File: config.mk
export PLATFORM = sky130hd
export DESIGN_NAME = seq_scan_ctrl_flat
export DESIGN_NICKNAME = d
export VERILOG_FILES = /design/src/rtl/seq_pkg.sv /design/src/rtl/seq_scan_ctrl_if.sv /design/src/rtl/seq_match.sv /design/src/rtl/seq_scan_ctrl.sv /design/src/flat_wrapper.sv
export SDC_FILE = /design/constraint.sdc
export NUM_CORES = 1
export LEC_CHECK = 0
export BUFFER_PORTS_ARGS = -buffer_cell sky130_fd_sc_hd__buf_2
export CAP_MARGIN = 20
export CORE_MARGIN = 10
export CORE_UTILIZATION = 53
export DETAILED_ROUTE_END_ITERATION = 7
export GPL_ROUTABILITY_DRIVEN = 1
export PLACE_DENSITY = 0.77
export SYNTH_ARGS = -nofsm -noshare
export SYNTH_HDL_FRONTEND = slang
export SYNTH_HIERARCHICAL = 1
export SYNTH_SLANG_ARGS = --single-unit
File: constraint.sdc
create_clock -name clk -period 2.9 [get_ports clk]
set_input_delay 0.145 -clock clk [delete_from_list [all_inputs] [get_ports clk]]
set_output_delay 0.145 -clock clk [all_outputs]
set_load 0.02 [all_outputs]
File: src/rtl/seq_pkg.sv
// ----------------------------------------------------------------------------
// seq_pkg
// Shared definitions for the sequence-scan controller slice.
//   - state_e : controller FSM states (IDLE, WAIT, SHIFT, DONE), 2-bit encoding
//   - DEF_*   : default word width, pattern width and match-counter width
// Optional feature macro used elsewhere in this slice: SEQ_SCAN_CTRL_IRQ_EN
// ----------------------------------------------------------------------------
package seq_pkg;

  localparam int DEF_DATA_W = 8;
  localparam int DEF_PAT_W  = 4;
  localparam int DEF_CNT_W  = 8;

  typedef enum logic [1:0] {
    IDLE  = 2'd0,
    WAIT  = 2'd1,
    SHIFT = 2'd2,
    DONE  = 2'd3
  } state_e;

endpackage

File: src/rtl/seq_scan_ctrl_if.sv
// ----------------------------------------------------------------------------
// seq_scan_ctrl_if
// Bundles the word-side handshake, frame configuration and serial/match
// status signals of seq_scan_ctrl.
//   master : producer side (drives start/cfg/in_*; observes status)
//   slave  : controller side (seq_scan_ctrl)
// Signals: start, cfg_pattern, cfg_overlap, in_data, in_valid, in_last,
//          in_ready, bit_out, bit_valid, match_pulse, match_cnt, busy, done
// With SEQ_SCAN_CTRL_IRQ_EN defined: cfg_thresh (to slave), irq (from slave).
// ----------------------------------------------------------------------------
interface seq_scan_ctrl_if #(
  parameter int DATA_W = seq_pkg::DEF_DATA_W,
  parameter int PAT_W  = seq_pkg::DEF_PAT_W,
  parameter int CNT_W  = seq_pkg::DEF_CNT_W
);

  logic              start;
  logic [PAT_W-1:0]  cfg_pattern;
  logic              cfg_overlap;
  logic [DATA_W-1:0] in_data;
  logic              in_valid;
  logic              in_last;
  logic              in_ready;
  logic              bit_out;
  logic              bit_valid;
  logic              match_pulse;
  logic [CNT_W-1:0]  match_cnt;
  logic              busy;
  logic              done;
`ifdef SEQ_SCAN_CTRL_IRQ_EN
  logic [CNT_W-1:0]  cfg_thresh;
  logic              irq;

  modport master (
    output start, cfg_pattern, cfg_overlap, in_data, in_valid, in_last, cfg_thresh,
    input  in_ready, bit_out, bit_valid, match_pulse, match_cnt, busy, done, irq
  );

  modport slave (
    input  start, cfg_pattern, cfg_overlap, in_data, in_valid, in_last, cfg_thresh,
    output in_ready, bit_out, bit_valid, match_pulse, match_cnt, busy, done, irq
  );
`else
  modport master (
    output start, cfg_pattern, cfg_overlap, in_data, in_valid, in_last,
    input  in_ready, bit_out, bit_valid, match_pulse, match_cnt, busy, done
  );

  modport slave (
    input  start, cfg_pattern, cfg_overlap, in_data, in_valid, in_last,
    output in_ready, bit_out, bit_valid, match_pulse, match_cnt, busy, done
  );
`endif

endinterface

File: src/rtl/seq_match.sv
// ----------------------------------------------------------------------------
// seq_match
// Bit-serial pattern matcher with frame-wide history and saturating counter.
// Ports:
//   clk, rst_n          clock, async active-low reset
//   clr_i               accepted start: latch cfg, clear history/fill/count
//   cfg_pattern_i       pattern to detect (latched on clr_i)
//   cfg_overlap_i       1 = overlapping matches allowed (latched on clr_i)
//   bit_valid_i, bit_i  serial bit stream from the controller
//   match_pulse_o       one-cycle pulse, cycle after the completing bit
//   match_cnt_o         saturating match count for the current frame
// SEQ_SCAN_CTRL_IRQ_EN adds cfg_thresh_i (latched on clr_i) and sticky irq_o.
// ----------------------------------------------------------------------------
module seq_match
  import seq_pkg::*;
#(
  parameter int PAT_W = DEF_PAT_W,
  parameter int CNT_W = DEF_CNT_W
) (
  input  logic             clk,
  input  logic             rst_n,
  input  logic             clr_i,
  input  logic [PAT_W-1:0] cfg_pattern_i,
  input  logic             cfg_overlap_i,
`ifdef SEQ_SCAN_CTRL_IRQ_EN
  input  logic [CNT_W-1:0] cfg_thresh_i,
  output logic             irq_o,
`endif
  input  logic             bit_valid_i,
  input  logic             bit_i,
  output logic             match_pulse_o,
  output logic [CNT_W-1:0] match_cnt_o
);

  localparam int FILL_W = $clog2(PAT_W + 1);
  localparam logic [FILL_W-1:0] FILL_FULL = FILL_W'(PAT_W);

  logic [PAT_W-1:0]  pattern_q;
  logic              overlap_q;
  logic [PAT_W-1:0]  hist_q, hist_d;
  logic [FILL_W-1:0] fill_q, fill_d, fill_inc;
  logic [CNT_W-1:0]  cnt_q, cnt_d;
  logic              pulse_q;
  logic              hit;
`ifdef SEQ_SCAN_CTRL_IRQ_EN
  logic [CNT_W-1:0]  thresh_q;
  logic              irq_q;
`endif

  // A match needs PAT_W bits of history since the last clear; in
  // non-overlap mode the fill restarts from zero after every hit.
  always_comb begin
    hist_d   = hist_q;
    fill_d   = fill_q;
    cnt_d    = cnt_q;
    hit      = 1'b0;
    fill_inc = (fill_q == FILL_FULL) ? FILL_FULL : fill_q + FILL_W'(1);
    if (bit_valid_i) begin
      hist_d = {hist_q[PAT_W-2:0], bit_i};
      fill_d = fill_inc;
      hit    = (hist_d == pattern_q) && (fill_inc == FILL_FULL);
      if (hit) begin
        if (!overlap_q) begin
          fill_d = '0;
        end
        if (cnt_q != '1) begin
          cnt_d = cnt_q + CNT_W'(1);
        end
      end
    end
  end

  always_ff @(posedge clk or negedge rst_n) begin
    if (!rst_n) begin
      pattern_q <= '0;
      overlap_q <= 1'b0;
      hist_q    <= '0;
      fill_q    <= '0;
      cnt_q     <= '0;
      pulse_q   <= 1'b0;
    end else if (clr_i) begin
      pattern_q <= cfg_pattern_i;
      overlap_q <= cfg_overlap_i;
      hist_q    <= '0;
      fill_q    <= '0;
      cnt_q     <= '0;
      pulse_q   <= 1'b0;
    end else begin
      hist_q    <= hist_d;
      fill_q    <= fill_d;
      cnt_q     <= cnt_d;
      pulse_q   <= hit;
    end
  end

`ifdef SEQ_SCAN_CTRL_IRQ_EN
  // Sticky: compares the next count so irq rises together with match_cnt.
  always_ff @(posedge clk or negedge rst_n) begin
    if (!rst_n) begin
      thresh_q <= '0;
      irq_q    <= 1'b0;
    end else if (clr_i) begin
      thresh_q <= cfg_thresh_i;
      irq_q    <= 1'b0;
    end else if ((thresh_q != '0) && (cnt_d >= thresh_q)) begin
      irq_q    <= 1'b1;
    end
  end

  assign irq_o = irq_q;
`endif

  assign match_pulse_o = pulse_q;
  assign match_cnt_o   = cnt_q;

endmodule

File: src/rtl/seq_scan_ctrl.sv
// ----------------------------------------------------------------------------
// seq_scan_ctrl
// Accepts DATA_W-bit words over valid/ready, serializes them MSB-first into
// seq_match and reports frame completion.
// Ports:
//   clk    rising-edge clock
//   rst_n  asynchronous active-low reset (aborts any frame, no done pulse)
//   bus    seq_scan_ctrl_if.slave: start/cfg_*, in_data/in_valid/in_last,
//          in_ready, bit_out/bit_valid, match_pulse/match_cnt, busy, done
// Optional: SEQ_SCAN_CTRL_IRQ_EN adds bus.cfg_thresh and bus.irq.
// ----------------------------------------------------------------------------
module seq_scan_ctrl
  import seq_pkg::*;
#(
  parameter int DATA_W = DEF_DATA_W,
  parameter int PAT_W  = DEF_PAT_W,
  parameter int CNT_W  = DEF_CNT_W
) (
  input  logic           clk,
  input  logic           rst_n,
  seq_scan_ctrl_if.slave bus
);

  localparam int IDX_W = (DATA_W > 1) ? $clog2(DATA_W) : 1;

  state_e            state_q, state_d;
  logic [DATA_W-1:0] word_q, word_d;
  logic              last_q, last_d;
  logic [IDX_W-1:0]  idx_q, idx_d;
  logic              bit_valid_q;
  logic              accept_start;

  assign accept_start = (state_q == IDLE) && bus.start;

  always_ff @(posedge clk or negedge rst_n) begin
    if (!rst_n) begin
      state_q     <= IDLE;
      word_q      <= '0;
      last_q      <= 1'b0;
      idx_q       <= '0;
      bit_valid_q <= 1'b0;
    end else begin
      state_q     <= state_d;
      word_q      <= word_d;
      last_q      <= last_d;
      idx_q       <= idx_d;
      bit_valid_q <= (state_d == SHIFT);
    end
  end

  // The captured word shifts left each SHIFT cycle so its MSB flop is the
  // serial output directly; idx_q only counts the remaining bits.
  always_comb begin
    state_d = state_q;
    word_d  = word_q;
    last_d  = last_q;
    idx_d   = idx_q;
    case (state_q)
      IDLE: begin
        if (bus.start) begin
          state_d = WAIT;
        end
      end
      WAIT: begin
        if (bus.in_valid) begin
          word_d  = bus.in_data;
          last_d  = bus.in_last;
          idx_d   = IDX_W'(DATA_W - 1);
          state_d = SHIFT;
        end
      end
      SHIFT: begin
        word_d = word_q << 1;
        idx_d  = idx_q - IDX_W'(1);
        if (idx_q == '0) begin
          state_d = last_q ? DONE : WAIT;
        end
      end
      DONE: begin
        state_d = IDLE;
      end
      default: begin
        state_d = IDLE;
      end
    endcase
  end

  assign bus.in_ready  = (state_q == WAIT);
  assign bus.busy      = (state_q != IDLE);
  assign bus.done      = (state_q == DONE);
  assign bus.bit_valid = bit_valid_q;
  assign bus.bit_out   = word_q[DATA_W-1];

  seq_match #(
    .PAT_W (PAT_W),
    .CNT_W (CNT_W)
  ) u_match (
    .clk           (clk),
    .rst_n         (rst_n),
    .clr_i         (accept_start),
    .cfg_pattern_i (bus.cfg_pattern),
    .cfg_overlap_i (bus.cfg_overlap),
`ifdef SEQ_SCAN_CTRL_IRQ_EN
    .cfg_thresh_i  (bus.cfg_thresh),
    .irq_o         (bus.irq),
`endif
    .bit_valid_i   (bit_valid_q),
    .bit_i         (word_q[DATA_W-1]),
    .match_pulse_o (bus.match_pulse),
    .match_cnt_o   (bus.match_cnt)
  );

endmodule

File: src/flat_wrapper.sv
// flat-port wrapper written by rule: the top's interface ports become plain ports
module seq_scan_ctrl_flat import seq_pkg::*;
#(
  parameter int DATA_W = DEF_DATA_W,
  parameter int PAT_W  = DEF_PAT_W,
  parameter int CNT_W  = DEF_CNT_W
)
  (clk, rst_n, bus_start, bus_cfg_pattern, bus_cfg_overlap, bus_in_data, bus_in_valid, bus_in_last, bus_in_ready, bus_bit_out, bus_bit_valid, bus_match_pulse, bus_match_cnt, bus_busy, bus_done);
  seq_scan_ctrl_if #(.DATA_W(DATA_W), .PAT_W(PAT_W), .CNT_W(CNT_W)) bus_i ();
  input  logic clk;
  input  logic rst_n;
  input wire logic [$bits(bus_i.start)-1:0] bus_start;
  input wire logic [$bits(bus_i.cfg_pattern)-1:0] bus_cfg_pattern;
  input wire logic [$bits(bus_i.cfg_overlap)-1:0] bus_cfg_overlap;
  input wire logic [$bits(bus_i.in_data)-1:0] bus_in_data;
  input wire logic [$bits(bus_i.in_valid)-1:0] bus_in_valid;
  input wire logic [$bits(bus_i.in_last)-1:0] bus_in_last;
  output wire logic [$bits(bus_i.in_ready)-1:0] bus_in_ready;
  output wire logic [$bits(bus_i.bit_out)-1:0] bus_bit_out;
  output wire logic [$bits(bus_i.bit_valid)-1:0] bus_bit_valid;
  output wire logic [$bits(bus_i.match_pulse)-1:0] bus_match_pulse;
  output wire logic [$bits(bus_i.match_cnt)-1:0] bus_match_cnt;
  output wire logic [$bits(bus_i.busy)-1:0] bus_busy;
  output wire logic [$bits(bus_i.done)-1:0] bus_done;
  assign bus_i.start = bus_start;
  assign bus_i.cfg_pattern = bus_cfg_pattern;
  assign bus_i.cfg_overlap = bus_cfg_overlap;
  assign bus_i.in_data = bus_in_data;
  assign bus_i.in_valid = bus_in_valid;
  assign bus_i.in_last = bus_in_last;
  assign bus_in_ready = bus_i.in_ready;
  assign bus_bit_out = bus_i.bit_out;
  assign bus_bit_valid = bus_i.bit_valid;
  assign bus_match_pulse = bus_i.match_pulse;
  assign bus_match_cnt = bus_i.match_cnt;
  assign bus_busy = bus_i.busy;
  assign bus_done = bus_i.done;
  seq_scan_ctrl #(.DATA_W(DATA_W), .PAT_W(PAT_W), .CNT_W(CNT_W)) u_core (.clk(clk), .rst_n(rst_n), .bus(bus_i));
endmodule
==> flow_metrics.py <==
metrics = {
    "run_status": {
        "status": "complete, no violations",
    },
    "min_path": {
        "min_from": "bus_in_last",
        "hold_class": "in -> reg",
    },
    "routing": {
        "via_per_inst": 5.513,
        "drt-wirelength-per-cell_um": 14.39,
        "drt-total-wl_um": 3756,
        "detail_route.first_pass.iterations": 4,
        "final_antenna_net_count": 0,
        "vias": 1439,
        "post-route-drc-count": 0,
        "drt_iter0_drc": 54,
    },
    "power_and_ir_drop": {
        "clkPwrFrac": 0.192,
        "max-vdd-ir-drop_mv": 0.5759,
        "swShare": 0.3640,
        "cellPowerDensity_nw_per_um2": 869.0,
        "power.switching_mw": 0.6954,
        "p_leak_nw": 1.067,
        "power_frac_seq": 0.422,
        "internal_power_mw": 1.215,
        "pwr-share-comb": 0.386,
    },
    "floorplan": {
        "initial_utilization": 0.5615,
        "die-area_um2": 6426,
        "row_count": 21,
        "die_y_um": 80.16,
        "core-area_um2": 3416,
        "die_w_um": 80.16,
        "io_pins": 32,
    },
    "placed_design": {
        "dp_hpwl_um": 2719,
        "gp_congestion": 0.8304,
        "port_buffers": 31,
    },
    "sta": {
        "worst_pin_slew_ps": 771.1,
        "slew_headroom": 0.4860,
        "final_max_slew_viol_count": 0,
        "clock_skew_ps": 6.095,
        "hold_violations": 0,
        "rsz0062_at_grt": "false",
        "fin_crit_ps": 2317,
        "period_share": 0.7990,
        "max_freq_ghz": 0.4316,
        "setup-tns-final_ps": 0,
        "setup_viol": 0,
    },
    "setup_path": {
        "cpPeakStageDelay_ps": 490,
        "cp_data_arrival_time_ps": 2550,
        "r2r-start": "u_core/u_match/fill_q[0]$_DFFE_PN0P_",
        "cp_cell_sequence": "inv_1 -> ha_1 -> nand2_2 -> a2111o_1 -> nor4_4 -> buf_4 -> nor2b_1 -> mux2_2",
        "path_class": "reg -> reg",
        "worstSetupStartpointType": "flip-flop",
        "startpoint": "u_core/u_match/fill_q[0]$_DFFE_PN0P_",
        "worst_path_max_delay_cell": "a2111o_1",
        "cp.required_ps": 3140,
        "endpoint_kind": "flip-flop",
        "cp_max_fo": 10,
    },
    "clock_network": {
        "cts_tree": "built",
        "clk_path_buf_depth": 2,
        "path_clk_slew_ps": 110,
        "clk-insertion-delay-late_ps": 340,
        "cts_made_buffers": 5,
        "clock-root-buffer": "clkbuf_4",
        "htree_num_levels": 2,
        "cts.sink_count": 35,
    },
    "grt": {
        "antenna_found_initial": 0,
        "grt_pass1_vias": 1460,
        "grt.overflow.total": 0,
        "grt_max_degree": 36,
        "grt.total_usage": 0.1234,
        "grt_pass1_wl_um": 6348,
    },
    "yosys": {
        "yosysWarningCount": 6,
        "synthAdderAreaFrac": 0.03262,
        "synthSimpleGateAreaFrac": 0.1709,
        "synth_fp_nets": 202,
        "synth_top_family_by_area": "simple AND/OR/NAND/NOR gates",
        "synthXorXnorAreaFrac": 0.02740,
        "ys_ff_latch": 35,
        "synth.mux.area_fraction": 0.1572,
        "synthDistinctLibCells": 46,
        "syn_inst": 179,
        "ys_seq_area_frac": 0.4566,
        "syn_area_um2": 1918,
        "synth_compound_gate_area_share": 0.1129,
        "synth_area_per_cell_um2": 10.72,
    },
    "final_layout": {
        "multi_input_area_um2": 960.9,
        "nets": 237,
        "nFillCells": 282,
        "regArea_um2": 875.8,
        "antenna_cells": 0,
        "utilization": 0.6436,
        "mostFrequentLayoutCell": "dfrtp_1",
        "final_cell_mix": "dfrtp_1 (35), buf_2 (31), nor2_1 (15)",
        "drive_above_1_share": 0.3116,
        "area_growth_pct": 14.61,
    },
    "flow_run": {
        "maxCapViolCount": 0,
    },
}
==> worst paths after layout <==
check,end,slack [ps],cells past startpoint
min in group asynchronous,u_core/u_match/hist_q[2]$_DFFE_PN0P_,410,2
min,u_core/last_q$_DFFE_PN0P_,30,2
min reg2reg,u_core/last_q$_DFFE_PN0P_,500,1
max,u_core/u_match/match_cnt_o[3]$_DFFE_PN0P_,580,8
max in group asynchronous,u_core/idx_q[0]$_DFFE_PN0P_,2010,2
max reg2reg,u_core/u_match/match_cnt_o[3]$_DFFE_PN0P_,580,8
==> registers in the layout (all words and copies together) (netlist names) <==
name	flops
u_core/state_q	2
u_core/bus.bit_valid	1
u_core/u_match/match_cnt_o	8
u_core/u_match/fill_q	3
u_core/u_match/pattern_q	4
u_core/idx_q	3
u_core/last_q	1
u_core/u_match/hist_q	3
u_core/u_match/overlap_q	1
u_core/word_q	8
u_core/u_match/match_pulse_o	1
==> synth_stat cells, drive strengths merged <==
master  number  share of area
buf          4          0.022
a21o         1         0.0039
nand4        2         0.0065
mux2        16           0.10
nor2        15          0.029
a31o         2         0.0091
nor4         3          0.018
and3         1         0.0033
or4b         1         0.0052
mux2i       11          0.057
nor2b        4          0.013
a21oi        9          0.023
ha           5          0.033
a2111o       1         0.0059
nand3b       2         0.0078
o211ai       1         0.0065
o22ai        1         0.0065
a32oi        1         0.0046
a211oi       2         0.0078
clkbuf       4         0.0085
o21ai       12          0.031
a21bo        1         0.0052
o221ai       1         0.0046
or2          1         0.0033
and2         1         0.0033
or3          1         0.0033
inv          6          0.012
xor2         3          0.014
and2b        2         0.0091
dfrtp       35           0.46
nor3b        1         0.0039
nand3        5          0.013
xnor2        3          0.014
nand2       14          0.029
o21bai       1         0.0039
nand2b       6          0.023
==> final cells by class <==
type | count | share of cell area
clock buffer | 6 | 0.02334
clock inverter | 2 | 0.01594
inverter | 6 | 0.01024
multi-input combinational | 130 | 0.4371
sequential | 35 | 0.3984
tap | 46 | 0.02618
timing repair buffer | 36 | 0.08879
==> power groups by stage <==
stage	Sequential [mW]	Clock [mW]	Combinational, mW
2_1_floorplan	0.763	0	0.634
3_3_place_gp	0.801	0	0.699
3_5_place_dp	0.816	0	0.739
4_1_cts	0.807	0.380	0.742
5_1_grt	0.831	0.404	0.817
6_report	0.806	0.367	0.738
==> kinds of logic after synthesis <==
kind of cell	after synthesis
DFF	35
xor gates and xnor gates	6
adders and majority gates	5
AOI/OAI and AO/OA	33
and+or+nand+nor	59
muxes	27
buffers and inverters	14
==> critical path, delay by kind of cell, from the launching register on <==
kind | cells | cell delay, ps
compound gates | 1 | 490
fa+ha+maj | 1 | 210
buf+inv | 2 | 300
flops | 1 | 410
mux | 1 | 340
simple gates | 3 | 460
==> routing by layer <==
metal,track usage,vias up,share of wire,routed length [um]
li1,-,697,-,-
met1,0.1364,690,0.42,1588
met2,0.1966,41,0.48,1805
met3,0.05791,11,0.074,277
met4,0.05810,0,0.022,84
met5,0,-,0,0
==> through the flow <==
stage | instances | power, mW | area, um2 | setup slack, ps | hold WS, ps
2_1_floorplan | 179 | 1.397 | 1918 | 643.9 | -150.6
3_3_place_gp | 252 | 1.500 | 2102 | 681.9 | 253.1
3_5_place_dp | 252 | 1.555 | 2102 | 606.5 | 262.4
4_1_cts | 261 | 1.930 | 2198 | 577.4 | 7.781
5_1_grt | 261 | 2.052 | 2198 | 423.0 | 0.1651
6_report | 261 | 1.910 | 2198 | 583.0 | 28.01
==> timing repair <==
action                                 4_1_cts  5_1_grt
setup buffers                                0        0
resized for setup                            0        0
endpoints found under the hold margin       35        0
hold buffers                                 1        0
Note: power is estimated with default switching activity, not from simulation.
